===== config.mk =====
export PLATFORM = sky130hd
export DESIGN_NAME = unified_sync_ram
export DESIGN_NICKNAME = d
export VERILOG_FILES = /design/src/rtl/cpu_pkg.sv /design/src/rtl/unified_sync_ram.sv
export SDC_FILE = /design/constraint.sdc
export NUM_CORES = 2
export LEC_CHECK = 0
export ABC_AREA = 1
export CORE_AREA = 2 2 421 423
export DETAILED_ROUTE_END_ITERATION = 8
export DIE_AREA = 0 0 423 425
export PLACE_DENSITY_LB_ADDON = 0.15
export REMOVE_ABC_BUFFERS = 1
export SYNTH_ARGS = -nofsm -noshare
export SYNTH_HDL_FRONTEND = slang
export SYNTH_SLANG_ARGS = --single-unit

===== constraint.sdc =====
create_clock -name clk -period 1.75 [get_ports clk]
set_input_delay 0.35 -clock clk [delete_from_list [all_inputs] [get_ports clk]]
set_output_delay 0.35 -clock clk [all_outputs]
set_load 0.02 [all_outputs]

===== src/rtl/cpu_pkg.sv =====
// Shared RV32 core constants: datapath width, address width and unified memory depth.
package cpu_pkg;
  localparam int DATA_W    = 32;
  localparam int ADDR_W    = 32;
  localparam int MEM_DEPTH = 64;
endpackage


===== src/rtl/unified_sync_ram.sv =====
// Single-port unified instruction/data RAM with a one-cycle registered read.
// Read-during-write returns the old word; the array itself is never reset.
module unified_sync_ram
  import cpu_pkg::*;
#(
  parameter int DATA_W_P = DATA_W,
  parameter int ADDR_W_P = ADDR_W,
  parameter int DEPTH    = MEM_DEPTH
) (
  input  logic                clk,
  input  logic                rst_n,
  input  logic [ADDR_W_P-1:0] addr,
  input  logic                we,
  input  logic [DATA_W_P-1:0] wdata,
  output logic [DATA_W_P-1:0] rdata
);

  localparam int IDX_W = $clog2(DEPTH);

  logic [DATA_W_P-1:0] mem [DEPTH];
  logic [IDX_W-1:0]    idx;

  // Upper address bits are dropped, so accesses wrap modulo DEPTH.
  assign idx = addr[IDX_W-1:0];

  // Contents survive reset; an unknown we evaluates false and does not write.
  always_ff @(posedge clk) begin
    if (rst_n && we) begin
      mem[idx] <= wdata;
    end
  end

  always_ff @(posedge clk or negedge rst_n) begin
    if (!rst_n) begin
      rdata <= '0;
    end else begin
      rdata <= mem[idx];
    end
  end

endmodule


==> results_dict.tcl <==
set metrics [dict create \
    setup_slack_ns -0.1436 \
    drt_iter0_drc 5778 \
    power_density_nw_per_um2 1045 \
    grt_max_degree 107 \
    place_hpwl_mm 156.4 \
    initial_utilization_pct 49.82 \
    drc_errors 0 \
    critPathBufInv 2 \
    antenna_cells 0 \
    ir_worst_vdd_v 0.001076 \
    grt_pass1_wl_mm 363.5 \
    final.setup.tns_ns -1.309 \
    dieHeight_um 425 \
    highest_layer "met5" \
    drt_pre_antenna_iters 6 \
    cts_buffers 213 \
    clock_latency_ns 0.86 \
    cts_tree "yes" \
    syn_avg_cell_area_um2 10.35 \
    overflow 0 \
    cts_sinks 2080 \
    vias 59280 \
    dieArea_um2 179800 \
    tightest_slew_ns 0.6713 \
    io_buffer_count 72 \
    slew_viol_final 0 \
    outcome "finished with violations" \
    critPathKind "reg2out" \
    wl_met2_mm 115.8 \
    viasPerCell 5.188 \
    fin_crit_sh_pct 108.2 \
    std_cell_rows 154 \
    routed_wl_mm 244.0 \
    fin_worst_skew_ns 0.03345 \
    startpoint_type "register" \
    grt_pass1_vias 57390 \
    cp_slowest_stage_delay_ns 0.42 \
    routed-wl-met3_mm 17.23 \
    placed_cell_area_um2 96420 \
    fin_area_um2 103600 \
    slowest_stage "dfrtp_1" \
    wl_met1_mm 104.0 \
    syn2layout_area_growth_pct 18.56 \
    p_leak_uw 0.04356 \
    coreArea_um2 175300 \
    synth-seq-cells 2080 \
    synth_cells 8440 \
    cp-end-kind "output port" \
    cts.clk_slew.worst_paths_ns 0.06 \
    synth.distinct_cells 23 \
    syn_area_um2 87360 \
    antenna_found_initial 5 \
    maxCapViolations 0 \
    io_pins 99 \
    rsz0062_at_grt "yes" \
    drive_gt1_share_pct 11.51 \
    cts_setup_buffers 0 \
    yosys_warnings 0 \
    grt_usage_pct 27.14 \
    crit_family "flip-flops" \
    max-clock-path-buffers 3 \
    crit_arrival_ns 1.54 \
    cp_max_fo 1 \
    fp.dieW_um 423 \
    hold_viol 0 \
    required_ns 1.40 \
    fin_total_pwr_uw 108200 \
    antenna_left 0 \
    htreeDepth 4 \
    slew_headroom_pct 55.25 \
    fmax_ghz 0.5281 \
    cp_cell_sequence "buf_12, buf_8" \
    gp_congestion 0.8684 \
    final_nets 8977 \
    setup_viol 29 \
    root_buffer "clkbuf_16" \
    wl_per_cell_um 21.36 \
    yosysSeqAreaShare_pct 71.32 \
    hold_path_class "in2reg" \
    violations "setup timing" \
    post-route-min-period_ns 1.894 \
]
[cells in the mapped netlist (all sizes together)]
library cell | number | area (um2)
clkbuf | 112 | 420.4
dfrtp | 32 | 800.8
nor4 | 2 | 12.51
o21ai | 7 | 35.03
nor3 | 8 | 123.9
nand2 | 5729 | 21500
nand4 | 2 | 12.51
clkinv | 1 | 5.000
nand3 | 13 | 65.06
or2 | 6 | 37.54
inv | 29 | 113.9
edfxtp | 2048 | 61500
nor2 | 137 | 514.2
o211ai | 5 | 37.54
buf | 309 | 2173
[metal layers]
layer	vias to the layer above	global-route usage [%]
li1	28270	-
met1	28500	38.10
met2	2133	44.39
met3	379	3.526
met4	2	8.327
met5	-	0
[placed cells by master, fill, tap and decap left out, drive strengths merged]
master	instances
nand4	2
nand3	13
inv	36
nand2	5729
buf	653
clkinvlp	5
clkbuf	269
nor4	2
o211ai	5
clkinv	89
nor2	137
nor3	8
o21ai	7
dlygate4sd3	19
dfrtp	32
edfxtp	2048
or2	6
bufinv	22
clkdlybuf4s50	4
[layout make-up]
cell class	count	area (um2)
Multi-Input combinational cell	5909	22840
Inverter	30	148.9
Sequential cell	2080	62310
Clock inverter	122	1177
Clock buffer	269	5698
Timing Repair Buffer	676	8461
Tap cell	2340	2928
Fill cell	14380	71780
[worst paths after layout]
kind / startpoint / end / slack, ns / cells past startpoint
worst max-delay path: rdata[8] / rdata[8] / -0.14 / 2
worst min-delay path: wdata[15] / mem[17][15] / 0.05 / 2
worst max register to register: mem[39][30] / rdata[30] / 0.06 / 8
worst min register to register: mem[23][30] / rdata[30] / 0.69 / 6
max in group asynchronous: rst_n / rdata[3] / 1.13 / 3
min in group asynchronous: rst_n / rdata[12] / 0.13 / 3
[flip-flops by register name, indices dropped and copies added (netlist names)]
name   flops
mem     2048
rdata     32
[power by group]
group | total, uW | switching, uW | internal, uW
logic | 8030 | 5430 | 2600
registers | 55200 | 208 | 55000
clock network | 45000 | 18800 | 26100
[what timing repair did]
item | in CTS | in global routing
setup endpoints to repair | 34 | 759
gates resized for setup | 206 | 7
pin swaps | 0 | 0
hold endpoints to repair | 150 | 0
hold buffers | 19 | 0
[stage by stage]
stage,setup slack (ns),utilization (%),hold slack (ns),std cells
final,-0.1436,59.07,0.05033,11430
after CTS,-0.2190,59.06,0.0005553,11430
after floorplan,-12.34,-,0.05441,8019
after global placement,-0.9144,54.99,0.4699,11020
after global routing,-0.1974,59.07,0.02301,11430
after detailed placement,-0.9007,54.99,0.4748,11020
[logic make-up (layout without fill, tap and decap cells)]
group / Yosys count / after routing / share of synthesized area, %
flip-flops: 2080 / 2080 / 71.32
AO/OA/AOI/OAI: 12 / 12 / 0.08307
AND/OR/NAND/NOR: 5897 / 5897 / 25.49
buffers and inverters: 451 / 1097 / 3.105
Note: power is estimated with default switching activity, not from simulation.
